## config.mk

```make
export PLATFORM = sky130hd
export DESIGN_NAME = wb_port_arbiter
export DESIGN_NICKNAME = d
export VERILOG_FILES = /design/src/rtl/wb_port_arbiter.sv
export SDC_FILE = /design/constraint.sdc
export NUM_CORES = 1
export LEC_CHECK = 0
export BUFFER_PORTS_ARGS = -buffer_cell sky130_fd_sc_hd__buf_2
export CAP_MARGIN = 25
export CELL_PAD_IN_SITES_DETAIL_PLACEMENT = 1
export CELL_PAD_IN_SITES_GLOBAL_PLACEMENT = 1
export CORE_MARGIN = 2
export CORE_UTILIZATION = 35
export CTS_CLUSTER_DIAMETER = 120
export DETAILED_ROUTE_END_ITERATION = 8
export MAX_ROUTING_LAYER = met4
export PLACE_DENSITY = 0.58
export SYNTH_ARGS = -nofsm -noshare
export SYNTH_HDL_FRONTEND = slang
export SYNTH_SLANG_ARGS = --single-unit
```

## constraint.sdc

```tcl
create_clock -name clk -period 5.13 [get_ports clk]
set_clock_uncertainty 0.05 [all_clocks]
set_input_delay 0.7695 -clock clk [delete_from_list [all_inputs] [get_ports clk]]
set_output_delay 0.7695 -clock clk [all_outputs]
set_load 0.02 [all_outputs]
```

## src/rtl/wb_port_arbiter.sv

```systemverilog
// -----------------------------------------------------------------------------
// wb_port_arbiter
//
// Owns the single register-file write port. Two sources share it:
//   * the in-order pipeline writeback (always preferred, zero latency), and
//   * a long-latency unit (mul/div) whose results arrive out of band.
// Long-latency results wait in a small FIFO. The FIFO head drains in any
// cycle the pipeline does not write. If the head is blocked for MAX_WAIT
// consecutive cycles, a one-cycle pipeline stall is requested. In the stall
// cycle the head takes the port and the pipeline replays its write.
// A pending-destination lookup (q_rd -> q_pending) lets the hazard unit hold
// issue of instructions that depend on a queued result.
//
// Optional feature: define WB_BYPASS_EN to let a long-latency result write the
// register file in its arrival cycle. This happens only when the FIFO is
// empty, the pipeline is not writing and no stall is in progress.
//
// Parameters:
//   N        data width
//   RD_W     destination register index width
//   DEPTH    FIFO entries (power of two, >= 2)
//   MAX_WAIT blocked cycles tolerated before a forced stall (>= 1)
//
// Ports:
//   clk, rst_n            clock, asynchronous active-low reset
//   pipe_wr_en/rd/data    pipeline writeback request
//   mc_valid/rd/data      long-latency result, accepted when mc_ready is high
//   mc_ready              FIFO has room (registered)
//   rf_wr_en/addr/data    register-file write port
//   pipe_stall            pipeline must hold and replay its WB next cycle
//   q_rd, q_pending       hazard lookup against queued destinations
// -----------------------------------------------------------------------------
module wb_port_arbiter #(
  parameter int N        = 32,
  parameter int RD_W     = 6,
  parameter int DEPTH    = 4,
  parameter int MAX_WAIT = 8
) (
  input  logic            clk,
  input  logic            rst_n,
  input  logic            pipe_wr_en,
  input  logic [RD_W-1:0] pipe_rd,
  input  logic [N-1:0]    pipe_data,
  input  logic            mc_valid,
  input  logic [RD_W-1:0] mc_rd,
  input  logic [N-1:0]    mc_data,
  output logic            mc_ready,
  output logic            rf_wr_en,
  output logic [RD_W-1:0] rf_wr_addr,
  output logic [N-1:0]    rf_wr_data,
  output logic            pipe_stall,
  input  logic [RD_W-1:0] q_rd,
  output logic            q_pending
);

  localparam int PTR_W  = (DEPTH > 1) ? $clog2(DEPTH) : 1;
  localparam int WAIT_W = (MAX_WAIT > 1) ? $clog2(MAX_WAIT) : 1;

  localparam logic [PTR_W:0]    DEPTH_C   = (PTR_W+1)'(DEPTH);
  localparam logic [PTR_W:0]    CNT_ONE   = (PTR_W+1)'(1);
  localparam logic [PTR_W-1:0]  PTR_ONE   = PTR_W'(1);
  localparam logic [WAIT_W-1:0] WAIT_ONE  = WAIT_W'(1);
  localparam logic [WAIT_W-1:0] WAIT_LAST = WAIT_W'(MAX_WAIT - 1);
  localparam logic [RD_W-1:0]   RD_ZERO   = '0;

  // ---------------------------------------------------------------------------
  // State
  // ---------------------------------------------------------------------------
  logic [RD_W-1:0]   rd_mem   [DEPTH];
  logic [N-1:0]      data_mem [DEPTH];

  logic [PTR_W-1:0]  rd_ptr_reg, rd_ptr_next;
  logic [PTR_W-1:0]  wr_ptr_reg, wr_ptr_next;
  logic [PTR_W:0]    count_reg, count_next;
  logic [WAIT_W-1:0] wait_reg, wait_next;
  logic              stall_reg, stall_next;
  logic              mc_ready_reg, mc_ready_next;

  // ---------------------------------------------------------------------------
  // Request decode and grant
  // ---------------------------------------------------------------------------
  logic            pipe_write;
  logic            fifo_empty;
  logic            head_grant;
  logic            pipe_grant;
  logic            bypass_grant;
  logic            blocked;
  logic            accept;
  logic            push;
  logic            pop;
  logic [RD_W-1:0] head_rd;
  logic [N-1:0]    head_data;

  // Writes to register 0 are architecturally dead and never use the port.
  assign pipe_write = pipe_wr_en && (pipe_rd != RD_ZERO);
  assign fifo_empty = (count_reg == '0);
  assign head_rd    = rd_mem[rd_ptr_reg];
  assign head_data  = data_mem[rd_ptr_reg];

  // A stall cycle always has a non-empty FIFO, because nothing can pop
  // between the stall decision and the stall cycle. The empty check only
  // keeps the head grant safe on its own.
  assign head_grant = !fifo_empty && (stall_reg || !pipe_write);
  assign pipe_grant = pipe_write && !stall_reg;

`ifdef WB_BYPASS_EN
  assign bypass_grant = fifo_empty && !pipe_write && !stall_reg &&
                        mc_valid && (mc_rd != RD_ZERO);
`else
  assign bypass_grant = 1'b0;
`endif

  // The head is denied only by a competing pipeline write. A stall cycle
  // pops the head, so it can never count as blocked. This is also why
  // pipe_stall cannot assert on back-to-back cycles.
  assign blocked = !fifo_empty && pipe_write && !stall_reg;

  // mc_ready comes from the registered count only. A full FIFO refuses a
  // push even in a cycle where it also pops.
  assign accept = mc_valid && mc_ready_reg;
  assign push   = accept && (mc_rd != RD_ZERO) && !bypass_grant;
  assign pop    = head_grant;

  always_comb begin
    rf_wr_en   = 1'b0;
    rf_wr_addr = pipe_rd;
    rf_wr_data = pipe_data;
    if (head_grant) begin
      rf_wr_en   = 1'b1;
      rf_wr_addr = head_rd;
      rf_wr_data = head_data;
    end else if (pipe_grant) begin
      rf_wr_en   = 1'b1;
    end else if (bypass_grant) begin
      rf_wr_en   = 1'b1;
      rf_wr_addr = mc_rd;
      rf_wr_data = mc_data;
    end
    // The write port stays quiet for the whole time reset is asserted,
    // including the partial cycle before the next clock edge.
    if (!rst_n) begin
      rf_wr_en = 1'b0;
    end
  end

  // ---------------------------------------------------------------------------
  // FIFO bookkeeping
  // ---------------------------------------------------------------------------
  always_comb begin
    rd_ptr_next = rd_ptr_reg;
    wr_ptr_next = wr_ptr_reg;
    count_next  = count_reg;
    if (pop) begin
      rd_ptr_next = rd_ptr_reg + PTR_ONE;
    end
    if (push) begin
      wr_ptr_next = wr_ptr_reg + PTR_ONE;
    end
    if (push && !pop) begin
      count_next = count_reg + CNT_ONE;
    end else if (pop && !push) begin
      count_next = count_reg - CNT_ONE;
    end
    mc_ready_next = (count_next < DEPTH_C);
  end

  // ---------------------------------------------------------------------------
  // Anti-starvation counter
  // ---------------------------------------------------------------------------
  always_comb begin
    wait_next  = wait_reg;
    stall_next = 1'b0;
    if (pop || fifo_empty) begin
      wait_next = '0;
    end else if (blocked) begin
      if (wait_reg == WAIT_LAST) begin
        wait_next  = '0;
        stall_next = 1'b1;
      end else begin
        wait_next = wait_reg + WAIT_ONE;
      end
    end
  end

  // ---------------------------------------------------------------------------
  // Registers
  // ---------------------------------------------------------------------------
  always_ff @(posedge clk or negedge rst_n) begin
    if (!rst_n) begin
      rd_ptr_reg   <= '0;
      wr_ptr_reg   <= '0;
      count_reg    <= '0;
      wait_reg     <= '0;
      stall_reg    <= 1'b0;
      mc_ready_reg <= 1'b1;
    end else begin
      rd_ptr_reg   <= rd_ptr_next;
      wr_ptr_reg   <= wr_ptr_next;
      count_reg    <= count_next;
      wait_reg     <= wait_next;
      stall_reg    <= stall_next;
      mc_ready_reg <= mc_ready_next;
    end
  end

  // Entry storage needs no reset. Validity is tracked by the pointers and
  // the count.
  always_ff @(posedge clk) begin
    if (push) begin
      rd_mem[wr_ptr_reg]   <= mc_rd;
      data_mem[wr_ptr_reg] <= mc_data;
    end
  end

  // ---------------------------------------------------------------------------
  // Pending-destination lookup
  // ---------------------------------------------------------------------------
  // A slot is live when its distance from the read pointer is below the
  // count. The head still counts in the cycle it is popped, because the
  // register file is only updated at the end of that cycle.
  logic [DEPTH-1:0] slot_hit;

  for (genvar gi = 0; gi < DEPTH; gi++) begin : g_slot
    logic [PTR_W-1:0] slot_offset;
    logic             slot_live;
    assign slot_offset  = PTR_W'(gi) - rd_ptr_reg;
    assign slot_live    = ({1'b0, slot_offset} < count_reg);
    assign slot_hit[gi] = slot_live && (rd_mem[gi] == q_rd);
  end

  assign q_pending  = (q_rd != RD_ZERO) && (|slot_hit);

  assign mc_ready   = mc_ready_reg;
  assign pipe_stall = stall_reg;

endmodule

```

### After elaboration in Yosys (flattened, before gate mapping)

Memory sizes are Yosys's and may differ from the RTL's.
Index checks and enable logic that the tools add are counted.

| storage, ports and cells | value |
|---|---|
| register bits after elaboration | 12 |
| memory bits (writable) | 152 |
| input port bits | 86 |
| logic and storage cells | 69 |
| memories kept | 2 |

Memories:

| memory | words | bits a word | rd ports | clocked after Yosys merged registers in | wr ports | line | text |
|---|---|---|---|---|---|---|---|
| data_mem | 4 | 32 | 1 | 0 | 1 | 70 | `logic [N-1:0] data_mem [DEPTH];` |
| rd_mem | 4 | 6 | 5 | 0 | 1 | 69 | `logic [RD_W-1:0] rd_mem [DEPTH];` |

| operators by class | value |
|---|---|
| $add $sub $neg | 9 |
| $lt $le $gt $ge | 5 |
| equal/unequal tests | 5 |
| multiplexer cells | 15 |
| reduce and logical (&&, ||, !) cells | 27 |

Operator list:

| operator | number |
|---|---|
| two-way mux 32 bit | 1 |
| == test 6 bit | 4 |
| nonzero test 6 bit | 3 |
| two-way mux 3 bit | 5 |
| logical AND 1 bit | 14 |
| less-than comparator 2 x 3 -> 1 bit | 4 |
| two-way mux 1 bit | 8 |
| adder 3 x 1 -> 3 bit, second input constant | 2 |
| two-way mux 6 bit | 1 |
| zero test 1 bit | 5 |
| adder 2 x 1 -> 2 bit, second input constant | 2 |
| OR reduction 4 bit | 1 |
| subtractor 1 x 2 -> 2 bit, first input constant | 2 |
| subtractor 2 bit, first input constant | 2 |
| == test 3 bit, second input constant | 1 |
| zero test 3 bit | 1 |
| less-than comparator 3 bit, second input constant | 1 |
| subtractor 3 x 1 -> 3 bit, second input constant | 1 |
| logical OR 1 bit | 2 |
| nonzero test 2 bit | 1 |

### Depth between registers and ports, before layout

| depth | value |
|---|---|
| word-level depth | 9 |
| depth in mapped cells | 10 |

### Worst setup path after synthesis

OpenSTA, ideal clock, no wires.

| path | value |
|---|---|
| path type | register -> output |
| start | reg rd_ptr_reg[1] |
| end | out q_pending |
| arrival time | 2.045 ns |
| data required time | 4.311 ns |
| slack | 2.265 ns |
| cell stages (with the launch flop) | 9 |
| cell sequence | dfrtp_1 > clkbuf_1 > buf_2 > xor2_1 > inv_1 > ha_1 > a2111oi_0 > a21oi_1 > a21oi_1 |

| between the ends | value |
|---|---|
| word-level cells in the longest chain between the ends | 5 |
| elaborated cells on any way between the ends | 14 |
| classes of those cells | add/sub (4); order compare (4); reduce/logical (6) |

Ends and longest elaborated chain:

| item | line | text |
|---|---|---|
| start: declaration | 72 | `logic [PTR_W-1:0] rd_ptr_reg, rd_ptr_next;` |
| start signal: assignment | 197 | `rd_ptr_reg <= rd_ptr_next;` |
| subtractor 1 x 2 -> 2 bit or subtractor 2 bit (tied branches) | 226 | `assign slot_offset = PTR_W'(gi) - rd_ptr_reg;` |
| less-than comparator 2 x 3 -> 1 bit | 227 | `assign slot_live = ({1'b0, slot_offset} < count_reg);` |
| logical AND 1 bit | 228 | `assign slot_hit[gi] = slot_live && (rd_mem[gi] == q_rd);` |
| OR reduction 4 bit (*) | 231 | `assign q_pending = (q_rd != RD_ZERO) && (\|slot_hit);` |
| logical AND 1 bit (*) | 231 |  |
| end: declaration | 53 | `output logic q_pending` |

Every way passes the cells marked *; elsewhere a longest branch is shown, timed or not.

### Worst setup path in the final report

| path | value |
|---|---|
| start | reg rd_ptr_reg[0] |
| end | out q_pending |

Same word-level chain as after synthesis.

==> impl_metrics.toml <==
[outcome]
status = "completed"

[synth]
synth-simple-area-share_pct = 2.05
synth_mux_area_share_pct = 18.0
synthAdderAreaFrac_pct = 2.63
syn_inst = 370
synth_xor_xnor_area_share_pct = 3.57
seq_area_frac_synth_pct = 68.3
ys_warn_count = 0
synth-compound-area-share_pct = 2.60
syn_area_per_cell_um2 = 19.3
synth_top_family_by_area = "multiplexers"
synth_fp_nets = 471
synth_seq_cells = 164
ys_types = 36
syn_area_um2 = 7120

[layout]
area_growth_pct = 20.4
fillers = 1984
finalNonFillerCells = 786
final_area_um2 = 8580
nNetsFinal = 602
drive_gt1_share_pct = 49.0
largest_reg_flops = 128

[worst_setup_path]
end_kind = "output pin"
crit_fanout = 42
worstPathRequired_ns = 4.31
path_class = "flop to output pin"
arrival_ns = 2.98
r2r_setup_slack_ns = 2.46
start_kind = "flop"

[power]
powerDensity_nw_per_um2 = 547
clock_power_share_pct = 26.2
pwr-share-comb_pct = 32.4
internal_power_mw = 3.14
switching_share_pct = 33.2
p_sw_mw = 1.56
seqPwrFrac_pct = 41.4
vdd_ir_drop_max_uv = 254
power_mw = 4.70
p_leak_nw = 3.11

[floorplanning]
rows = 52
start_util_pct = 35.4
ios = 128
dieHeight_um = 147
die-area_um2 = 21500
design.core.area_um2 = 20100
die_x_um = 147

[timing]
hold_ws_ns = 0.179
max_clock_freq_ghz = 0.264
final_hold_viol_count = 0
min_period_over_period_pct = 74.0
rsz0062_at_grt = "no"
finalWorstPathRequiredPeriod_ns = 3.79
relSlewSlack_pct = 40.1
tightest_slew_ns = 0.898
tns_ns = 0
slew_violations = 0
setup_viol_count_final = 0

[clock_network]
cts.sinks = 164
post_cts_buffers = 0
clk_latency_ns = 0.42
cts_buffer_depth = 2
ctsHoldBuffers = 0
cts-resized-gates = 0
cts_made_buffers = 17
cts.clk_slew.worst_paths_ns = 0.06
cts.root.buffer_cell = "clkbuf_16"
htreeDepth = 4
cts_tree = "done"

[grt]
grt_max_degree = 43
first_global_vias = 4255
grt_usage_pct = 15.5
grt_overflow = 0
antenna_found_initial = 1
grt_pass1_wl_um = 23900

[placed_design]
port_buffers = 127
post_dp_cell_area_um2 = 8000
dpl.hpwl_um = 10000
gp_congestion = 0.750
dp.cells = 752

[detailed_routing]
drt-vias-per-instance = 4.90
firstDrtPassIters = 4
ant_nets = 0
drc = 0
drt_iter0_markers = 198
drt_wl_total_um = 15400
vias = 3848
wire_per_inst_um = 19.5

[run]
drv_cap = 0

[min_path]
hold_class = "primary input to async pin"
## cell families (layout without fill, tap and decap cells)
logic type      Yosys count  after routing
compound gates           25             25
flops                   164            164
simple gates             27             27
xor+xnor                 29             29
other cells               0              2
buf+inv                  34            178
mux                      76             76
fa+ha+maj                15             15
## cell usage after synthesis
cell	n	area, um2
a21oi_2	1	8.76
buf_6	9	101
buf_1	1	3.75
buf_2	2	10.0
clkbuf_1	8	30.0
mux2_2	38	428
a2111oi_0	4	35.0
a211oi_1	3	22.5
o21a_1	1	7.51
nor4_2	1	12.5
a2111o_1	2	22.5
dfstp_2	1	26.3
or4_1	2	15.0
a21oi_4	1	16.3
nor3_1	2	10.0
a21oi_1	8	40.0
inv_2	2	7.51
xor2_1	19	166
o21ai_1	1	5.00
nor2_1	4	15.0
and3_1	2	12.5
inv_1	11	41.3
nand2_1	7	26.3
nand3_1	2	10.0
ha_1	15	188
nor3b_1	1	7.51
mux4_2	38	856
o31ai_1	1	7.51
xnor2_1	10	87.6
nand2b_1	2	12.5
and2_1	4	25.0
dfrtp_1	11	275
edfxtp_1	152	4560
o311a_1	1	10.0
o21ai_0	2	10.0
buf_4	1	7.51
## cells in the final DEF, fill, tap and decap left out, types with 3 or more instances in the layout
cell type / n
ha_1: 15
and2_2: 4
xnor2_1: 10
buf_2: 127
nor2_1: 4
xor2_1: 19
a2111oi_0: 4
a21oi_1: 8
mux2_2: 38
mux4_2: 38
clkinv_4: 3
buf_4: 6
edfxtp_1: 152
inv_1: 11
nand2_1: 7
clkbuf_16: 17
a211oi_1: 3
inv_6: 5
dfrtp_1: 9
## power groups by stage
stage / sequential (mW) / clock [mW] / combinational, mW
finish: 1.95 / 1.23 / 1.52
global route: 1.99 / 1.31 / 1.66
CTS: 1.96 / 1.26 / 1.56
detailed placement: 1.99 / 0 / 1.55
global placement: 1.98 / 0 / 1.53
floorplan: 1.85 / 0 / 1.23
## cell type report
cell class / instances / area, um2 / area share (%)
Antenna cell: 2 / 5.00 / 0.0584
Clock buffer: 18 / 429 / 5.00
Clock inverter: 14 / 143 / 1.66
Inverter: 13 / 48.8 / 0.569
Multi-Input combinational cell: 172 / 2060 / 24.0
Sequential cell: 164 / 4870 / 56.8
Tap cell: 270 / 338 / 3.94
Timing Repair Buffer: 133 / 681 / 7.94
## per-stage QoR
stage | util, % | setup WS [ns]
final | 42.7 | 1.34
after detailed placement | 39.8 | 1.56
after CTS | 42.6 | 1.29
after global placement | 39.8 | 1.61
after global routing | 42.7 | 1.02
after floorplan | - | 2.27
## path summary, 6_finish.rpt
| kind | start | end | depth (start not counted) |
|---|---|---|---|
| setup / recovery | rd_ptr_reg[0] | q_pending | 6 |
| hold / removal | rst_n | async pin | 1 |
| setup reg to reg | count_reg[0] | flop | 10 |
| hold reg to reg | wait_reg[0] | wait_reg[0] | 1 |
| max in group asynchronous | rst_n | mc_ready | 1 |
| min in group clk | wait_reg[0] | wait_reg[0] | 1 |
## per-layer routing
layer  vias up  part of all wire, %  routed length (um)  track usage [%]
li1       1731                    -                   -                -
met1      1989                   44                6710             18.8
met2       110                   50                7630             24.9
met3        18                  5.0                 771             4.41
met4         0                  1.6                 246             5.63
met5         -                    0                   0                -
## critical path, cell delays in order, from the launching register on
cell and delay [ns]:
dfrtp_4 1.01, xor2_1 0.26, ha_1 0.27, a2111oi_0 0.46, a21oi_1 0.13, a21oi_1 0.19
buf_2 0.20
(Power assumes the default switching activity.)
